===== config.mk =====
export PLATFORM = sky130hd
export DESIGN_NAME = fetch_stage
export DESIGN_NICKNAME = d
export VERILOG_FILES = /design/src/rtl/fetch_stage.sv
export SDC_FILE = /design/constraint.sdc
export NUM_CORES = 1
export LEC_CHECK = 0
export ABC_AREA = 1
export CORE_ASPECT_RATIO = 1.1
export CORE_MARGIN = 2
export CORE_UTILIZATION = 45
export CTS_CLUSTER_SIZE = 16
export DETAILED_ROUTE_END_ITERATION = 7
export PLACE_DENSITY = 0.72
export SLEW_MARGIN = 20
export SYNTH_ARGS = -nofsm -noshare
export SYNTH_HDL_FRONTEND = slang
export SYNTH_SLANG_ARGS = --single-unit

===== constraint.sdc =====
create_clock -name clk -period 1.75 [get_ports clk]
set_clock_uncertainty 0.05 [all_clocks]
set_input_delay 0.35 -clock clk [delete_from_list [all_inputs] [get_ports clk]]
set_output_delay 0.35 -clock clk [all_outputs]
set_load 0.02 [all_outputs]

===== src/rtl/fetch_stage.sv =====
// Instruction-fetch stage with IF/ID pipeline register. Owns the PC and keeps at most
// one request outstanding to an in-order, variable-latency instruction memory.
module fetch_stage #(
   parameter int ADDR_W  = 32,
   parameter int INSTR_W = 32
) (
   input  logic               clk,
   input  logic               rst,
   input  logic               freeze,
   input  logic               branch_taken,
   input  logic [ADDR_W-1:0]  branch_addr,
   output logic               imem_req,
   output logic [ADDR_W-1:0]  imem_addr,
   input  logic               imem_ready,
   input  logic               imem_rvalid,
   input  logic [INSTR_W-1:0] imem_rdata,
   output logic               if_id_valid,
   output logic [ADDR_W-1:0]  if_id_pc,
   output logic [INSTR_W-1:0] if_id_instr
);

   typedef enum logic [1:0] {ISSUE, WAIT, HOLD, DISCARD} state_t;

   state_t               state_q, state_d;
   logic [ADDR_W-1:0]    pc_q, pc_d;
   logic [ADDR_W-1:0]    fetch_pc_q, fetch_pc_d;
   logic [INSTR_W-1:0]   hold_instr_q, hold_instr_d;
   logic [ADDR_W-1:0]    hold_pc_q, hold_pc_d;
   logic                 if_id_valid_q, if_id_valid_d;
   logic [ADDR_W-1:0]    if_id_pc_q, if_id_pc_d;
   logic [INSTR_W-1:0]   if_id_instr_q, if_id_instr_d;

   logic                 deliver;
   logic [INSTR_W-1:0]   deliver_instr;
   logic [ADDR_W-1:0]    deliver_pc;

   assign imem_req    = (state_q == ISSUE) && !branch_taken && rst;
   assign imem_addr   = pc_q;
   assign if_id_valid = if_id_valid_q;
   assign if_id_pc    = if_id_pc_q;
   assign if_id_instr = if_id_instr_q;

   always_comb begin
      state_d       = state_q;
      pc_d          = pc_q;
      fetch_pc_d    = fetch_pc_q;
      hold_instr_d  = hold_instr_q;
      hold_pc_d     = hold_pc_q;
      deliver       = 1'b0;
      deliver_instr = imem_rdata;
      deliver_pc    = fetch_pc_q + ADDR_W'(4);

      case (state_q)
         ISSUE: begin
            if (branch_taken) begin
               pc_d = branch_addr;
            end else if (imem_req && imem_ready) begin
               fetch_pc_d = pc_q;
               state_d    = WAIT;
            end
         end
         WAIT: begin
            if (branch_taken) begin
               pc_d    = branch_addr;
               state_d = imem_rvalid ? ISSUE : DISCARD;
            end else if (imem_rvalid) begin
               pc_d = pc_q + ADDR_W'(4);
               if (freeze) begin
                  hold_instr_d = imem_rdata;
                  hold_pc_d    = fetch_pc_q + ADDR_W'(4);
                  state_d      = HOLD;
               end else begin
                  deliver = 1'b1;
                  state_d = ISSUE;
               end
            end
         end
         HOLD: begin
            if (branch_taken) begin
               pc_d         = branch_addr;
               hold_instr_d = '0;
               hold_pc_d    = '0;
               state_d      = ISSUE;
            end else if (!freeze) begin
               deliver       = 1'b1;
               deliver_instr = hold_instr_q;
               deliver_pc    = hold_pc_q;
               state_d       = ISSUE;
            end
         end
         DISCARD: begin
            if (branch_taken) begin
               pc_d = branch_addr;
            end
            if (imem_rvalid) begin
               state_d = ISSUE;
            end
         end
         default: state_d = ISSUE;
      endcase
   end

   // A flush beats a stall, and a stall beats a delivery; otherwise insert a bubble.
   always_comb begin
      if_id_valid_d = if_id_valid_q;
      if_id_pc_d    = if_id_pc_q;
      if_id_instr_d = if_id_instr_q;
      if (branch_taken) begin
         if_id_valid_d = 1'b0;
         if_id_pc_d    = '0;
         if_id_instr_d = '0;
      end else if (freeze) begin
         if_id_valid_d = if_id_valid_q;
      end else if (deliver) begin
         if_id_valid_d = 1'b1;
         if_id_pc_d    = deliver_pc;
         if_id_instr_d = deliver_instr;
      end else begin
         if_id_valid_d = 1'b0;
         if_id_instr_d = '0;
      end
   end

   always_ff @(posedge clk or negedge rst) begin
      if (!rst) begin
         state_q       <= ISSUE;
         pc_q          <= '0;
         fetch_pc_q    <= '0;
         hold_instr_q  <= '0;
         hold_pc_q     <= '0;
         if_id_valid_q <= 1'b0;
         if_id_pc_q    <= '0;
         if_id_instr_q <= '0;
      end else begin
         state_q       <= state_d;
         pc_q          <= pc_d;
         fetch_pc_q    <= fetch_pc_d;
         hold_instr_q  <= hold_instr_d;
         hold_pc_q     <= hold_pc_d;
         if_id_valid_q <= if_id_valid_d;
         if_id_pc_q    <= if_id_pc_d;
         if_id_instr_q <= if_id_instr_d;
      end
   end

endmodule


==> metrics.csv <==
metric,value,unit
min-delay src,branch_addr[1],
Setup crit end kind,flip-flop,
antenna cells,0,
most frequent cell after synthesis,nand2_1,
antenna violations before repair,0,
final std cells w/o fill,1872,
# port buffers,167,
most used flip-flop cell after synthesis,dfrtp_1,
Die Ht,159,um
Antenna Violating Nets Remaining,0,
total gr overflow,0,
gp weighted congestion,0.902,
async set-reset flop share out of synthesis,100,%
Clock Tree Buf Depth,2,
peak supply drop,0.846,mV
number of synthesized flops with an enable pin,0,
WL/cell,17.6,um
Slew Limit Fails,0,
hold slack,0.423,ns
outcome,finished with violations,
Nets,1646,
Vias per Instance,5.36,
dpl cells,1795,
"Net Count, Synth",1387,
gr usage total,25.2,%
Worst Setup Slack post-DPL,-0.290,ns
core area,21400,um2
share of cells above drive strength 1,22.9,%
crit path from,state_q[0]$_DFFE_PN0P_,
setup ws final,-0.0637,ns
H-tree depth,4,
Root Driver,clkbuf_16,
"Seq/Total Area, Yosys",49.6,%
Worst setup SP type,flip-flop,
failing checks,negative setup slack,
Fin. Hold Viols,0,
DIE WIDTH,145,um
P_leak,7.15,nW
Tcrit/Tclk final,104,%
Layout Utilization,68.0,%
post-synth top area cell,dfrtp_1,
setup violators final,42,
CP arrival,2.10,ns
post-synth top area share,49.6,%
P&R area growth vs syn,47.6,%
Total Wirelength,33000,um
Post-Synthesis Cells,1310,
Post-synth top cells,"505 x nand2_1, 195 x dfrtp_1, 110 x o21ai_0",
Pre-Repair DR Iteration Count,7,
mapped cell area,9840,um2
Syn Area/Cell,7.51,um2
Row Count,56,
Clock transition at path regs,0.08,ns
Max Clk Rate,551,MHz
Period minus WS final,1.81,ns
DRC,0,
CTS tree,yes,
Die ar.,23100,um2
# IOs,168,
actual slew at the worst max-slew pin,0.551,ns
CP Data Required Time,2.03,ns
initial DRC count,774,
largest net degree at the start of global routing,98,
post-synthesis cell type count,38,
via count,10000,
#FFs+latches synth,195,
"Worst Path Class, Setup",reg -> reg,
Synth area leaders,"dfrtp_1 50%, nand2_1 19%, o21ai_0 5.6%",
Initial Util,46.1,%
max-cap viol count,0,
Post-DP HPWL,20400,um
RSZ-0062 raised after global routing,true,
vias in the first global route,9303,
clk sinks,195,
global-route wire length before repair,47500,um
crit path max fanout,8,
Hold Path Class,in -> reg,
Slew headroom,63.3,%
"Clk Latency, worst-skew pair",0.45,ns
TritonCTS Buffers,17,
RR Startpoint,state_q[0]$_DFFE_PN0P_,
number of synthesis warnings,0,
PwrDens,1450,nW/um2
## area by class of cell
type / count / area, um2
timing repair inverter: 1 / 6.26
inverter: 85 / 368
clock buffer: 17 / 425
clock inverter: 15 / 180
multi-input combinational: 975 / 5130
timing repair buffer: 294 / 3170
sequential: 195 / 4890
tap: 290 / 363
fill: 1719 / 6840
## report_power, final
part | internal [W] | leakage [nW] | switching (W)
clock | 0.00206 | 0.295 | 0.00200
combinational | 0.00415 | 4.37 | 0.00538
sequential | 0.00601 | 2.49 | 0.00148
total | 0.0122 | 7.15 | 0.00886
## layout by cell type (no fill, tap or decap), drive strengths merged, types with 2 or more instances in the layout
cell type,instances
nand4,5
dlygate4sd2,93
nor2,118
nand3,79
clkinvlp,2
nor3,3
o21bai,4
clkbuf,32
clkdlybuf4s15,3
dfrtp,195
nand2,509
xnor2,2
o31ai,3
buf,114
and2,2
or2,11
o22ai,5
a21boi,31
a21oi,21
o211ai,7
mux2,3
clkdlybuf4s50,68
ha,7
o21ai,157
clkinv,7
inv,91
## final timing paths
path                                                endpoint  slack, ns  cells past startpoint
min in group asynchronous             state_q[1]$_DFFE_PN0P_       0.51                      3
worst min-delay path                imem_addr[1]$_DFFE_PN0P_       0.42                      3
worst min register to register      if_id_pc[11]$_DFFE_PN0P_       0.43                      2
max in group asynchronous        if_id_instr[24]$_DFFE_PN0P_       0.34                      4
worst max register to register  hold_instr_q[11]$_DFFE_PN0P_      -0.06                     10
worst max-delay path            hold_instr_q[11]$_DFFE_PN0P_      -0.06                     10
## metrics by stage
step	power [W]	area, um2	setup TNS [ns]
2_1_floorplan	0.0112	9840	0
3_3_place_gp	0.0143	12400	-17.25
3_5_place_dp	0.0145	12400	-25.31
4_1_cts	0.0188	13300	-0.107
5_1_grt	0.0223	14500	-6.56
6_report	0.0211	14500	-0.898
## cells by family after synthesis
group | after synthesis | synth area share (%)
buffers and inverters | 140 | 5.57
muxes | 3 | 0.343
and+or+nand+nor | 727 | 30.0
DFF | 195 | 49.6
xor gates and xnor gates | 3 | 0.267
AOI/OAI and AO/OA | 235 | 13.4
adders and majority gates | 7 | 0.890
## per-layer routing
layer / share of wire, % / vias to the layer above / global-route usage, %
li1: - / 4774 / -
met2: 49 / 379 / 42.7
met3: 6.2 / 63 / 4.56
met4: 2.6 / 0 / 6.12
met1: 42 / 4824 / 33.9
met5: 0 / - / 0
## registers in the layout, indices dropped and copies added, names as in the netlist
register      flops
if_id_pc         32
hold_pc_q        32
imem_addr        32
hold_instr_q     32
if_id_instr      32
fetch_pc_q       32
state_q           2
if_id_valid       1
## critical path, cell delays in order, from the launching register on
cell and delay [ns]:
dfrtp_1 0.39, inv_2 0.09, buf_6 0.11, ha_4 0.21, clkinv_8 0.10, nand2_4 0.07
nand3_4 0.12, clkbuf_16 0.23, clkbuf_16 0.18, nand2_1 0.06, o21ai_1 0.07
## what timing repair did
action | CTS | global route
pin swaps | 1 | 46
gates resized for setup | 134 | 292
endpoints found under the hold margin | 94 | 0
setup endpoints to repair | 195 | 188
cloned | 6 | 19
hold buffers | 1 | 0
setup buffers | 9 | 11
Note: power is estimated with default switching activity, not from simulation.
